**config.mk**
```make
export PLATFORM = sky130hd
export DESIGN_NAME = uart_hram_cmd
export DESIGN_NICKNAME = d
export VERILOG_FILES = /design/src/rtl/uart_hram_cmd.sv
export SDC_FILE = /design/constraint.sdc
export NUM_CORES = 1
export LEC_CHECK = 0
export CAP_MARGIN = 5
export CORE_MARGIN = 1
export CORE_UTILIZATION = 40
export CTS_CLUSTER_SIZE = 25
export DETAILED_ROUTE_END_ITERATION = 10
export SYNTH_ARGS = -nofsm -noshare
export SYNTH_HDL_FRONTEND = slang
export SYNTH_SLANG_ARGS = --single-unit
```
**constraint.sdc**
```tcl
create_clock -name clk -period 2.2 [get_ports clk]
set_input_delay 0.33 -clock clk [delete_from_list [all_inputs] [get_ports clk]]
set_output_delay 0.33 -clock clk [all_outputs]
set_load 0.01 [all_outputs]
```
**src/rtl/uart_hram_cmd.sv**
```systemverilog
// ============================================================================
// Module   : uart_hram_cmd
// Brief    : Frames 5-byte UART commands onto hyper_xface, answers with 4 bytes.
// Revision : 1.0 - initial release
// ============================================================================
`default_nettype none

module uart_hram_cmd #(
  parameter int unsigned RX_TIMEOUT = 96000,
  parameter int unsigned HR_TIMEOUT = 1024,
  parameter logic [31:0] CONST_VAL  = 32'd259
) (
  input  logic        clk,
  input  logic        rstn,
  input  logic        rcv,
  input  logic [7:0]  rx_data,
  input  logic        tx_ready,
  output logic        tx_start,
  output logic [7:0]  tx_data,
  output logic [31:0] hr_addr,
  output logic [31:0] hr_wr_d,
  output logic        hr_wr_req,
  output logic        hr_rd_req,
  input  logic        hr_busy,
  input  logic        hr_rd_rdy,
  input  logic [31:0] hr_rd_d,
  output logic        err_overrun,
  output logic        err_timeout
);

  typedef enum logic [3:0] {
    S_RX       = 4'd0,
    S_DECODE   = 4'd1,
    S_HR_IDLE  = 4'd2,
    S_HR_REQ   = 4'd3,
    S_HR_WAIT  = 4'd4,
    S_TX_LOAD  = 4'd5,
    S_TX_SEND  = 4'd6,
    S_TX_WLOW  = 4'd7,
    S_TX_WHIGH = 4'd8
  } state_t;

  localparam logic [7:0] C_CMD_ADDR  = 8'h01;
  localparam logic [7:0] C_CMD_LOAD  = 8'h02;
  localparam logic [7:0] C_CMD_WRITE = 8'h03;
  localparam logic [7:0] C_CMD_READ  = 8'h04;
  localparam logic [7:0] C_CMD_RDREQ = 8'h05;
  localparam logic [7:0] C_CMD_COUNT = 8'h06;
  localparam logic [7:0] C_CMD_CONST = 8'h07;

  state_t      state_q;
  logic [39:0] frame_q;
  logic [2:0]  cnt_q;
  logic [31:0] idle_q;
  logic [31:0] to_q;
  logic        op_wr_q;
  logic        busy_seen_q;
  logic [31:0] resp_q;
  logic [1:0]  idx_q;
  logic [31:0] count_q;
  logic [31:0] rd_latch_q;
  logic        tx_start_q;
  logic [7:0]  tx_data_q;
  logic [31:0] hr_addr_q;
  logic [31:0] hr_wr_d_q;
  logic        hr_wr_req_q;
  logic        hr_rd_req_q;
  logic        err_overrun_q;
  logic        err_timeout_q;

  logic [7:0]  tx_byte_d;
  logic        hr_done_d;

  always_comb begin
    tx_byte_d = resp_q[31:24];
    case (idx_q)
      2'd0: tx_byte_d = resp_q[31:24];
      2'd1: tx_byte_d = resp_q[23:16];
      2'd2: tx_byte_d = resp_q[15:8];
      2'd3: tx_byte_d = resp_q[7:0];
      default: tx_byte_d = resp_q[31:24];
    endcase
  end

  // A write completes on the falling edge of busy, so busy must be seen high first.
  assign hr_done_d = op_wr_q ? (busy_seen_q && !hr_busy) : hr_rd_rdy;

  always_ff @(posedge clk or negedge rstn) begin
    if (!rstn) begin
      state_q       <= S_RX;
      frame_q       <= '0;
      cnt_q         <= '0;
      idle_q        <= '0;
      to_q          <= '0;
      op_wr_q       <= 1'b0;
      busy_seen_q   <= 1'b0;
      resp_q        <= '0;
      idx_q         <= '0;
      count_q       <= '0;
      rd_latch_q    <= '0;
      tx_start_q    <= 1'b0;
      tx_data_q     <= '0;
      hr_addr_q     <= '0;
      hr_wr_d_q     <= '0;
      hr_wr_req_q   <= 1'b0;
      hr_rd_req_q   <= 1'b0;
      err_overrun_q <= 1'b0;
      err_timeout_q <= 1'b0;
    end else begin
      hr_wr_req_q <= 1'b0;
      hr_rd_req_q <= 1'b0;
      tx_start_q  <= 1'b0;

      if (rcv && (state_q != S_RX)) begin
        err_overrun_q <= 1'b1;
      end

      case (state_q)
        S_RX: begin
          if (rcv) begin
            frame_q <= {frame_q[31:0], rx_data};
            idle_q  <= '0;
            if (cnt_q == 3'd4) begin
              cnt_q   <= '0;
              state_q <= S_DECODE;
            end else begin
              cnt_q <= cnt_q + 3'd1;
            end
          end else if (cnt_q != 3'd0) begin
            if (idle_q == RX_TIMEOUT - 1) begin
              cnt_q  <= '0;
              idle_q <= '0;
            end else begin
              idle_q <= idle_q + 32'd1;
            end
          end
        end

        S_DECODE: begin
          state_q <= S_TX_LOAD;
          case (frame_q[39:32])
            C_CMD_ADDR: begin
              hr_addr_q <= frame_q[31:0];
              resp_q    <= frame_q[31:0];
            end
            C_CMD_LOAD: begin
              hr_wr_d_q <= frame_q[31:0];
              resp_q    <= frame_q[31:0];
            end
            C_CMD_WRITE: begin
              op_wr_q <= 1'b1;
              state_q <= S_HR_IDLE;
            end
            C_CMD_READ:  resp_q <= rd_latch_q;
            C_CMD_RDREQ: begin
              op_wr_q <= 1'b0;
              state_q <= S_HR_IDLE;
            end
            C_CMD_COUNT: begin
              resp_q  <= count_q;
              count_q <= count_q + 32'd1;
            end
            C_CMD_CONST: resp_q <= CONST_VAL;
            default:     resp_q <= 32'hFFFF_FFFF;
          endcase
        end

        S_HR_IDLE: begin
          if (!hr_busy) begin
            state_q <= S_HR_REQ;
            if (op_wr_q) begin
              hr_wr_req_q <= 1'b1;
            end else begin
              hr_rd_req_q <= 1'b1;
            end
          end
        end

        S_HR_REQ: begin
          to_q        <= '0;
          busy_seen_q <= 1'b0;
          state_q     <= S_HR_WAIT;
        end

        S_HR_WAIT: begin
          if (hr_done_d) begin
            state_q <= S_TX_LOAD;
            if (op_wr_q) begin
              resp_q <= 32'h0000_0003;
            end else begin
              resp_q     <= hr_rd_d;
              rd_latch_q <= hr_rd_d;
            end
          end else if (to_q == HR_TIMEOUT - 1) begin
            err_timeout_q <= 1'b1;
            resp_q        <= 32'hDEAD_BEEF;
            state_q       <= S_TX_LOAD;
          end else begin
            to_q <= to_q + 32'd1;
            if (hr_busy) begin
              busy_seen_q <= 1'b1;
            end
          end
        end

        S_TX_LOAD: begin
          idx_q   <= '0;
          state_q <= S_TX_SEND;
        end

        S_TX_SEND: begin
          if (tx_ready) begin
            tx_data_q  <= tx_byte_d;
            tx_start_q <= 1'b1;
            state_q    <= S_TX_WLOW;
          end
        end

        S_TX_WLOW: begin
          if (!tx_ready) begin
            state_q <= S_TX_WHIGH;
          end
        end

        S_TX_WHIGH: begin
          if (tx_ready) begin
            if (idx_q == 2'd3) begin
              cnt_q   <= '0;
              idle_q  <= '0;
              state_q <= S_RX;
            end else begin
              idx_q   <= idx_q + 2'd1;
              state_q <= S_TX_SEND;
            end
          end
        end

        default: state_q <= S_RX;
      endcase
    end
  end

  assign tx_start    = tx_start_q;
  assign tx_data     = tx_data_q;
  assign hr_addr     = hr_addr_q;
  assign hr_wr_d     = hr_wr_d_q;
  assign hr_wr_req   = hr_wr_req_q;
  assign hr_rd_req   = hr_rd_req_q;
  assign err_overrun = err_overrun_q;
  assign err_timeout = err_timeout_q;

endmodule

`default_nettype wire

```
==> insert_results.sql, run 1 <==
INSERT INTO impl_metrics (metric_group, metric, value, unit) VALUES
('sta', 'worst_slack', '0.0534', 'ns'),
('setup_path', 'cp_max_fo', '8', ''),
('clock_tree', 'tritoncts', 'yes', ''),
('setup_path', 'setup.worst_path.start_class', 'flip-flop', ''),
('logic_synthesis', 'postSynthAreaPerCell', '10.7', 'sq um'),
('die', 'die_x', '189', 'um'),
('die', 'io_pins', '123', ''),
('pwr', 'power_per_cell_area', '1190', 'nW/um^2'),
('route', 'routed_wl', '37.8', 'mm'),
('finish', 'num-nets-final', '1555', ''),
('logic_synthesis', 'yosys.area.top_type', 'dfrtp_1', ''),
('finish', 'mostFrequentLayoutCell', 'dfrtp_1', ''),
('sta', 'totalNegativeSetupSlack', '0', 'ns'),
('setup_path', 'reg2reg_slack', '0.05', 'ns'),
('clock_tree', 'clk_path_buf_depth', '3', ''),
('sta', 'worst_pin_slew', '0.666', 'ns'),
('clock_tree', 'clkTransAtPathRegs', '0.06', 'ns'),
('placement', 'global_placement_routability_congestion', '0.867', ''),
('finish', 'antenna_cells', '0', ''),
('setup_path', 'critical_path.max_stage_delay', '0.43', 'ns'),
('sta', 'setup_viol', '0', ''),
('setup_path', 'worst_r2r_path_depth', '7', ''),
('die', 'std_cell_rows', '67', ''),
('setup_path', 'crit_arrival', '2.55', 'ns'),
('finish', 'most-common-layout-cells', 'dfrtp_1, nand2_1, mux2_2', ''),
('logic_synthesis', 'syn-cell-area', '13900', 'sq um'),
('route', 'detail_route.vias_per_cell', '5.46', ''),
('finish', 'areaGrowthSynthToFinish', '28.5', '%'),
('sta', 'clock_skew', '0.0197', 'ns'),
('flow_run', 'timing.max_cap.violations', '0', ''),
('logic_synthesis', 'synth_largest_type_area_fraction', '51.8', '%'),
('route', 'vias', '10760', ''),
('setup_path', 'path_cells', 'nor4_2 > nand4_1 > o21a_2 > a21oi_4 > buf_12 > buf_6 > mux2_2', ''),
('status', 'outcome', 'completed', ''),
('setup_path', 'timing.critical_path.to_type', 'flip-flop', ''),
('pwr', 'vdd.ir_drop.worst', '587', 'uV'),
('route', 'remaining_antenna_violation_count', '0', ''),
('global_route', 'antenna_violations_before_repair', '0', ''),
('global_route', 'grt_pass1_vias', '10778', ''),
('die', 'chipHeight', '189', 'um'),
('setup_path', 'worst-endpoint-required', '2.60', 'ns'),
('sta', 'max-slew-margin-rel', '55.2', '%'),
('die', 'floorplan.initialDensity', '41.1', '%'),
('route', 'drc', '0', ''),
('sta', 'final-hold-violation-count', '0', ''),
('clock_tree', 'clockRootBuffer', 'clkbuf_16', ''),
('logic_synthesis', 'flop_and_latch_count_out_of_synthesis', '288', ''),
('logic_synthesis', 'count_of_flip_flops_with_a_built_in_enable_after_synthesis', '0', ''),
('sta', 'achievable-frequency', '466', 'MHz'),
('die', 'placeableCoreArea', '33900', 'sq um'),
('clock_tree', 'cts_sinks', '288', ''),
('logic_synthesis', 'synth_area_leaders', 'dfrtp_1, mux2_2, nand2_1', ''),
('global_route', 'wire_length_of_the_first_global_routing_pass', '61.0', 'mm'),
('route', 'wl_per_cell', '19.2', 'um'),
('clock_tree', 'number_of_buffers_created_by_cts', '34', ''),
('route', 'tritonroute_pass_1_iters', '7', ''),
('worst_hold_path', 'worst_hold_path_type', 'in2async', ''),
('logic_synthesis', 'yosysWarnings', '0', ''),
('logic_synthesis', 'synth_seq_area_share', '51.8', '%'),
('global_route', 'grt_remaining_overflow', '0', ''),
('sta', 'final_max_slew_viol_count', '0', ''),
('clock_tree', 'htree_num_levels', '2', ''),
('setup_path', 'worstReg2RegEnd', 'resp_q[30]$_DFFE_PN0P_', ''),
('placement', 'numPortBuffers', '122', ''),
('logic_synthesis', 'synth-async-reset-ratio', '100', '%'),
('setup_path', 'timing.critical_path.slowest_stage_cell', 'dfrtp_1', ''),
('die', 'die_area', '35500', 'sq um'),
('global_route', 'grt_start_max_net_pins', '60', ''),
('logic_synthesis', 'netlist-cell-type-count', '64', ''),
('setup_path', 'worst-setup-path-type', 'reg2reg', ''),
('sta', 'fin_crit', '2.15', 'ns'),
('setup_path', 'worstReg2RegStart', 'to_q[23]$_DFFE_PN0P_', ''),
('placement', 'detailedPlacementHpwl', '26.5', 'mm'),
('logic_synthesis', 'postSynthCellCount', '1299', ''),
('logic_synthesis', 'mappedNetlistNets', '1354', ''),
('global_route', 'groute.usage.overall', '21.7', '%'),
('pwr', 'power_leakage', '7.86', 'nW'),
('placement', 'pre_cts_ws', '-0.123', 'ns'),
('route', 'detailedRoute.firstIterationViolations', '846', ''),
('finish', 'post_route_cells_drive_above_1_share', '24.9', '%'),
('sta', 'finalCritPeriodShare', '97.6', '%'),
('logic_synthesis', 'synth_flop_cell', 'dfrtp_1', ''),
('clock_tree', 'clock_latency', '0.52', 'ns');
[kinds of logic after synthesis]
group | count (synthesis) | synth area share (%)
muxes | 173 | 14.0
xor gates and xnor gates | 70 | 4.40
adders and majority gates | 9 | 0.809
and+or+nand+nor | 501 | 18.6
DFF | 288 | 51.8
buffers and inverters | 96 | 2.75
AOI/OAI and AO/OA | 162 | 7.71
[worst max-delay path by stage]
| stage | startpoint | depth (start not counted) | end | slack [ns] |
|---|---|---|---|---|
| floorplan | state_q[0]$_DFFE_PN0P_ | 5 | resp_q[0]$_DFFE_PN0P_ | -0.04 |
| global placement | hr_busy | 6 | to_q[27]$_DFFE_PN0P_ | -0.10 |
| detailed placement | hr_busy | 6 | to_q[27]$_DFFE_PN0P_ | -0.12 |
| CTS | state_q[1]$_DFFE_PN0P_ | 6 | to_q[27]$_DFFE_PN0P_ | 0.006 |
| global route | state_q[3]$_DFFE_PN0P_ | 6 | to_q[23]$_DFFE_PN0P_ | -0.02 |
| finish | to_q[23]$_DFFE_PN0P_ | 7 | resp_q[30]$_DFFE_PN0P_ | 0.05 |
[Yosys cell counts, types with 24 or more instances]
| master | instances |
|---|---|
| nor2_1 | 74 |
| a21oi_1 | 34 |
| nand2_1 | 177 |
| clkbuf_1 | 50 |
| a22oi_1 | 50 |
| dfrtp_1 | 288 |
| mux2_2 | 168 |
| nand2b_1 | 24 |
| nand3_1 | 49 |
| xor2_1 | 33 |
| o21ai_0 | 34 |
| xnor2_1 | 37 |
| nand4_1 | 47 |
[repair_timing]
action | 4_1_cts | 5_1_grt
gates resized for setup | 1 | 32
endpoints found under the setup margin | 5 | 84
endpoints found under the hold margin | 53 | 0
buffers inserted | 0 | 4
hold buffers | 1 | 0
pin swaps | 0 | 9
cloned | 0 | 4
[routing by layer]
layer	up-vias	track usage (%)	share of wire, %
li1	5074	-	-
met1	5360	28.6	44
met2	255	35.6	48
met3	71	3.87	4.8
met4	0	8.28	3.6
met5	-	0	0
[power breakdown]
group	switching, W	internal (W)	total, W	leakage, nW
combinational	0.00345	0.00394	0.00739	3.53
sequential	0.00125	0.00664	0.00789	3.75
clock	0.00222	0.00374	0.00597	0.587
[state kept, by name, summed over array words and instances (netlist names), 32 cells and up]
name and count:
frame_q 40, resp_q 32, hr_wr_d 32, rd_latch_q 32
hr_addr 32, count_q 32, to_q 32, idle_q 32
[worst max-delay path: cells and delay by family, from the launching register on]
family	cells	cell delay [ns]
AO/OA/AOI/OAI	2	0.43
buffers and inverters	2	0.29
multiplexers	1	0.34
AND/OR/NAND/NOR	2	0.55
flip-flops	1	0.43
[per-stage QoR]
step                      hold WS [ns]  instance area (sq um)  std cells  util [%]  power [W]
after floorplan                 0.0344                  13900       1299         -     0.0116
after global placement           0.311                  16400       1903      48.5     0.0148
after detailed placement         0.314                  16400       1903      48.5     0.0150
after CTS                        0.361                  17600       1964      52.1     0.0210
after global routing             0.395                  17900       1972      52.8     0.0224
final                            0.353                  17900       1972      52.8     0.0212
[cell type report]
| cell class | instances | area (sq um) |
|---|---|---|
| Clock buffer | 53 | 1040 |
| Clock inverter | 7 | 154 |
| Fill cell | 3009 | 16000 |
| Inverter | 20 | 75.1 |
| Multi-Input combinational cell | 916 | 6500 |
| Sequential cell | 288 | 7210 |
| Tap cell | 448 | 561 |
| Timing Repair Buffer | 240 | 2340 |
No activity file was read; power rests on OpenSTA's default activity.
==> run 2: changes to the inputs <==
- CAP_MARGIN: 5 -> not set
==> results of run 2 <==
Same layout as run 1: the final DEF is identical, and so are final timing and power.
